$ cat config.mk
export PLATFORM = sky130hd
export DESIGN_NAME = windowed_watchdog
export DESIGN_NICKNAME = d
export VERILOG_FILES = /design/src/rtl/wdg_pkg.sv /design/src/rtl/wdg_window_cnt.sv /design/src/rtl/windowed_watchdog.sv
export SDC_FILE = /design/constraint.sdc
export NUM_CORES = 1
export LEC_CHECK = 0
export BUFFER_PORTS_ARGS = -buffer_cell sky130_fd_sc_hd__buf_4
export CAP_MARGIN = 20
export CORE_MARGIN = 3
export CORE_UTILIZATION = 52
export DETAILED_ROUTE_END_ITERATION = 12
export GPL_TIMING_DRIVEN = 1
export PLACE_DENSITY = 0.77
export SETUP_SLACK_MARGIN = 0.2
export SLEW_MARGIN = 20
export SYNTH_ARGS = -nofsm -noshare
export SYNTH_HDL_FRONTEND = slang
export SYNTH_SLANG_ARGS = --single-unit
$ cat constraint.sdc
create_clock -name CLK -period 2.4 [get_ports CLK]
set_input_delay 0.48 -clock CLK [delete_from_list [all_inputs] [get_ports CLK]]
set_output_delay 0.48 -clock CLK [all_outputs]
set_load 0.05 [all_outputs]
$ cat src/rtl/wdg_pkg.sv
// Shared constants for the windowed watchdog: state encodings and parameter defaults.
package wdg_pkg;

    localparam int unsigned WDG_CNT_W       = 16;
    localparam int unsigned WDG_STRIKE_W    = 3;
    localparam int unsigned WDG_MAX_STRIKES = 3;

    localparam logic [1:0] ST_IDLE   = 2'd0;
    localparam logic [1:0] ST_CLOSED = 2'd1;
    localparam logic [1:0] ST_OPEN   = 2'd2;
    localparam logic [1:0] ST_FAULT  = 2'd3;

endpackage

$ cat src/rtl/wdg_window_cnt.sv
// Window counter with bounds captured at every window start.
// It flags the last closed count (at_min) and the final legal count (at_max).
module wdg_window_cnt
    import wdg_pkg::*;
#(
    parameter int unsigned CNT_W = WDG_CNT_W
) (
    input  logic             clk_i,
    input  logic             rst_ni,
    input  logic             clear_i,
    input  logic             load_i,
    input  logic             inc_i,
    input  logic [CNT_W-1:0] win_min_i,
    input  logic [CNT_W-1:0] win_max_i,
    output logic [CNT_W-1:0] cnt_o,
    output logic             at_min_o,
    output logic             at_max_o
);

    logic [CNT_W-1:0] cnt_q, cnt_d;
    logic [CNT_W-1:0] min_q, min_d;
    logic [CNT_W-1:0] max_q, max_d;
    logic [CNT_W-1:0] cnt_plus1;

    assign cnt_plus1 = cnt_q + 1'b1;

    always_comb begin
        cnt_d = cnt_q;
        min_d = min_q;
        max_d = max_q;
        if (clear_i) begin
            cnt_d = '0;
        end else if (load_i) begin
            // Bounds are sampled only here, so mid-window input changes wait for the next window.
            cnt_d = '0;
            min_d = win_min_i;
            max_d = win_max_i;
        end else if (inc_i) begin
            cnt_d = cnt_plus1;
        end
    end

    always_ff @(posedge clk_i or negedge rst_ni) begin
        if (!rst_ni) begin
            cnt_q <= '0;
            min_q <= '0;
            max_q <= '0;
        end else begin
            cnt_q <= cnt_d;
            min_q <= min_d;
            max_q <= max_d;
        end
    end

    assign cnt_o    = cnt_q;
    assign at_min_o = (cnt_plus1 == min_q);
    assign at_max_o = (cnt_q == max_q);

endmodule

$ cat src/rtl/windowed_watchdog.sv
// Windowed watchdog: early/late service detection, consecutive-strike counting
// and a latched FAULT that only CLR releases.
module windowed_watchdog
    import wdg_pkg::*;
#(
    parameter int unsigned CNT_W       = WDG_CNT_W,
    parameter int unsigned STRIKE_W    = WDG_STRIKE_W,
    parameter int unsigned MAX_STRIKES = WDG_MAX_STRIKES
) (
    input  logic                CLK,
    input  logic                RSTN,
    input  logic                EN,
    input  logic                WDSRVC,
    input  logic [CNT_W-1:0]    WINMIN,
    input  logic [CNT_W-1:0]    WINMAX,
    input  logic                CLR,
    output logic                FWOVR,
    output logic                EARLY,
    output logic                SRVOK,
    output logic                FAULT,
    output logic                CFGERR,
    output logic [STRIKE_W-1:0] STRIKES,
    output logic [CNT_W-1:0]    CNT
);

    localparam logic [STRIKE_W-1:0] STRIKE_LIMIT = MAX_STRIKES[STRIKE_W-1:0];

    logic [1:0]          state_q, state_d;
    logic [STRIKE_W-1:0] strikes_q, strikes_d;
    logic                fwovr_q, fwovr_d;
    logic                early_q, early_d;
    logic                srvok_q, srvok_d;
    logic                fault_q;
    logic                cfgerr_q;

    logic                cfg_bad;
    logic [1:0]          restart_st;
    logic [STRIKE_W-1:0] strike_inc;
    logic                violation;
    logic                cnt_clear, cnt_load, cnt_inc;
    logic                at_min, at_max;

    assign cfg_bad    = (WINMIN > WINMAX);
    assign restart_st = (WINMIN == '0) ? ST_OPEN : ST_CLOSED;
    assign strike_inc = strikes_q + 1'b1;

    always_comb begin
        state_d   = state_q;
        strikes_d = strikes_q;
        fwovr_d   = 1'b0;
        early_d   = 1'b0;
        srvok_d   = 1'b0;
        violation = 1'b0;
        cnt_clear = 1'b0;
        cnt_load  = 1'b0;
        cnt_inc   = 1'b0;

        if (state_q == ST_FAULT) begin
            if (CLR) begin
                state_d   = ST_IDLE;
                strikes_d = '0;
                cnt_clear = 1'b1;
            end
        end else begin
            if (!EN || cfg_bad) begin
                state_d   = ST_IDLE;
                cnt_clear = 1'b1;
            end else begin
                case (state_q)
                    ST_IDLE: begin
                        state_d  = restart_st;
                        cnt_load = 1'b1;
                    end
                    ST_CLOSED: begin
                        if (WDSRVC) begin
                            early_d   = 1'b1;
                            violation = 1'b1;
                        end else begin
                            cnt_inc = 1'b1;
                            if (at_min) state_d = ST_OPEN;
                        end
                    end
                    ST_OPEN: begin
                        if (WDSRVC) begin
                            srvok_d   = 1'b1;
                            strikes_d = '0;
                            state_d   = restart_st;
                            cnt_load  = 1'b1;
                        end else if (at_max) begin
                            fwovr_d   = 1'b1;
                            violation = 1'b1;
                        end else begin
                            cnt_inc = 1'b1;
                        end
                    end
                    default: ;
                endcase
            end

            // A same-cycle CLR cancels the strike, so it can never escalate.
            if (violation) begin
                strikes_d = strike_inc;
                if (!CLR && strike_inc == STRIKE_LIMIT) begin
                    state_d = ST_FAULT;
                end else begin
                    state_d  = restart_st;
                    cnt_load = 1'b1;
                end
            end
            if (CLR) strikes_d = '0;
        end
    end

    always_ff @(posedge CLK or negedge RSTN) begin
        if (!RSTN) begin
            state_q   <= ST_IDLE;
            strikes_q <= '0;
            fwovr_q   <= 1'b0;
            early_q   <= 1'b0;
            srvok_q   <= 1'b0;
            fault_q   <= 1'b0;
            cfgerr_q  <= 1'b0;
        end else begin
            state_q   <= state_d;
            strikes_q <= strikes_d;
            fwovr_q   <= fwovr_d;
            early_q   <= early_d;
            srvok_q   <= srvok_d;
            fault_q   <= (state_d == ST_FAULT);
            cfgerr_q  <= cfg_bad;
        end
    end

    wdg_window_cnt #(
        .CNT_W (CNT_W)
    ) u_window_cnt (
        .clk_i     (CLK),
        .rst_ni    (RSTN),
        .clear_i   (cnt_clear),
        .load_i    (cnt_load),
        .inc_i     (cnt_inc),
        .win_min_i (WINMIN),
        .win_max_i (WINMAX),
        .cnt_o     (CNT),
        .at_min_o  (at_min),
        .at_max_o  (at_max)
    );

    assign FWOVR   = fwovr_q;
    assign EARLY   = early_q;
    assign SRVOK   = srvok_q;
    assign FAULT   = fault_q;
    assign CFGERR  = cfgerr_q;
    assign STRIKES = strikes_q;

endmodule

==> reports/qor.txt <==
clk_lat worst skew - 0.36 ns
Die W - 93.1 microns
critical path type - flop to flop
max-capacitance violation count - 0
P per Cell Area - 654 nW/um^2
wire length after detailed routing - 15400 microns
required time of the critical path - 2.63 ns
layout cell share with drive strength beyond 1 - 56.2%
DRC - 0
Final period util - 119%
initial antenna violation count - 0
drt pass-1 iters - 7
syn_nets - 452
post-synthesis cell area - 3950 sq um
routed via count - 4175
I/O Buffers - 60
Async SR Flop Fraction - 100%
DR iter-0 viols - 434
Detail Route Antenna Nets - 0
CP max stage cell - or4_4
Final Hold Violating Endpoints - 0
Initial Util - 54.1%
max-slew violations - 0
CTS clk-pin slew, worst paths - 0.07 ns
top-count cell post-synth - dfrtp_1
CTS hold repair buffers - 0
number of H-tree levels - 3
Die Y - 93.1 microns
cts bufs inserted - 9
Post-synth EDFFs - 0
met3 usage - 7.80%
Top FF cell, synth - dfrtp_1
maximum clock frequency - 350 MHz
CP Launch Point - u_window_cnt.cnt_o[3]
register area share after synthesis - 36.8%
FF-to-FF Start - u_window_cnt.cnt_o[3]
violated checks - negative setup slack
synth top area cells - dfrtp_1 (37%), mux2_4 (11%), xnor2_1 (8.7%)
Commonest cells post-synth - dfrtp_1 (58), xnor2_1 (39), nor2_1 (34)
Worst slew margin - 49.3%
setup TNS - -18.96 ns
clk buf depth - 2
clock skew - 0.0112 ns
Post-Synthesis Cells - 391
setup violators final - 52
GPL Wtd Cong - 0.909
Hold Crit Class - input pin to async pin
worst vdd rail ir drop - 465 uV
unique cell type count in the Yosys netlist - 56
crit path time final - 2.85 ns
RSZ-0062 raised after global routing - true
number of global-route vias before repair - 4205
grt met2 use - 56.7%
status - finished, violations left
largest net degree at the start of global routing - 59
Syn Area/Cell - 10.1 sq um
startpoint class of the critical path - flop
P&R area growth vs syn - 56.3%
grt ovf - 0
global-route wire length before repair - 22300 microns
Yosys Warn Count - 0
slowest stage delay, CP - 0.53 ns
num rows - 31
TritonCTS clock tree - done
DPL Wire Length - 9020 microns
area share of the largest cell type after synthesis - 36.8%
final core utilization - 84.6%
setup slack after layout - -0.455 ns
Slew @ Worst Pin - 0.760 ns
P_leak - 2.74 nW
Root Buffer - clkbuf_8
core box area - 7290 sq um
Yosys top cell by area - dfrtp_1
fin nets - 624
# IOs - 61
dpl ws - -0.496 ns
area of the die - 8670 sq um
Total Routing Usage GR - 34.1%
Data arrival, critical path - 3.09 ns
Clock Sinks - 58
Critical Path, Cell by Cell - xnor2_2 > nand4_1 > or4_4 > o21ai_2 > and2_4 > nand2_4 > a21oi_4 > buf_6 > buf_12 > buf_16 > mux2_4
power after layout - 4.04 mW
post-synthesis register bit count - 58
met1 Use GR - 40.7%
Inserted Diodes - 0
Critical Path Fanout Max - 7
DR WL/cell - 23.2 microns
vias per inst - 6.26
grt peak-use layer - met2
endpoint class of the critical path - flop
-- worst paths after layout --
check | cells after the start | slack (ns) | to
worst max register to register | 11 | -0.45 | u_window_cnt.min_q[8]
worst min register to register | 1 | 0.56 | u_window_cnt.min_q[15]
worst min-delay path | 1 | 0.19 | FAULT
min in group CLK | 2 | 0.33 | STRIKES[0]
max in group asynchronous | 1 | 1.65 | u_window_cnt.cnt_o[0]
worst max-delay path | 11 | -0.45 | u_window_cnt.min_q[8]
-- sequential cells by signal (all words and copies together), names as in the netlist --
signal / flops
u_window_cnt.max_q: 16
u_window_cnt.min_q: 16
FAULT: 1
STRIKES: 3
FWOVR: 1
SRVOK: 1
EARLY: 1
state_q: 2
u_window_cnt.cnt_o: 16
CFGERR: 1
-- per-stage QoR --
step	hold slack [ns]	cells	cell area, sq um
after floorplan	0.184	391	4280
after global placement	0.526	628	5440
after detailed placement	0.521	628	5440
after CTS	0.211	660	6030
after global routing	0.242	667	6170
final	0.187	667	6170
-- final cells by class --
class | instances | area [sq um]
multi-input combinational | 290 | 2720
sequential | 58 | 1480
tap | 99 | 124
fill | 384 | 1120
timing repair buffer | 179 | 1500
clock inverter | 6 | 90.1
inverter | 25 | 121
clock buffer | 10 | 138
-- cells in the final DEF, fill, tap and decap left out, drive strengths merged, types with 6 or more instances in the layout --
cell type / n
buf: 179
dfrtp: 58
xnor2: 39
nor2: 34
mux2: 33
inv: 25
ha: 24
nand2: 19
nand4: 15
o21ai: 13
nor3: 12
clkbuf: 10
nor4: 10
a21oi: 9
nand3: 9
nor2b: 6
xor2: 6
-- power breakdown --
group,internal [mW],switching [mW]
Sequential,1.17,0.296
Combinational,0.892,0.625
Clock,0.614,0.438
-- kinds of logic (layout without fill, tap and decap cells) --
kind of cell	after synthesis	in the layout	share of synthesized area (%)
compound gates	55	55	9.98
xor+xnor	45	45	9.98
fa+ha+maj	24	24	7.61
buf+inv	43	220	5.17
flops	58	58	36.8
mux	35	35	12.8
simple gates	131	131	17.7
-- routing by layer --
metal	vias up	part of all wire (%)
li1	1740	-
met1	1999	37
met2	316	47
met3	120	9.6
met4	0	6.8
met5	-	0
-- timing repair --
action,4_1_cts,5_1_grt
gates cloned,3,0
endpoints found under the setup margin,54,56
gates resized for setup,34,17
buffers inserted,13,7
pin swaps,14,13
-- critical path, delay by kind of cell (launching register included) --
kind | cells | cell delay, ns
AND/OR/NAND/NOR | 4 | 0.98
XOR/XNOR | 1 | 0.25
flip-flops | 1 | 0.46
buffers and inverters | 3 | 0.36
multiplexers | 1 | 0.30
AO/OA/AOI/OAI | 2 | 0.36
Power figures use the tool's default switching activity.
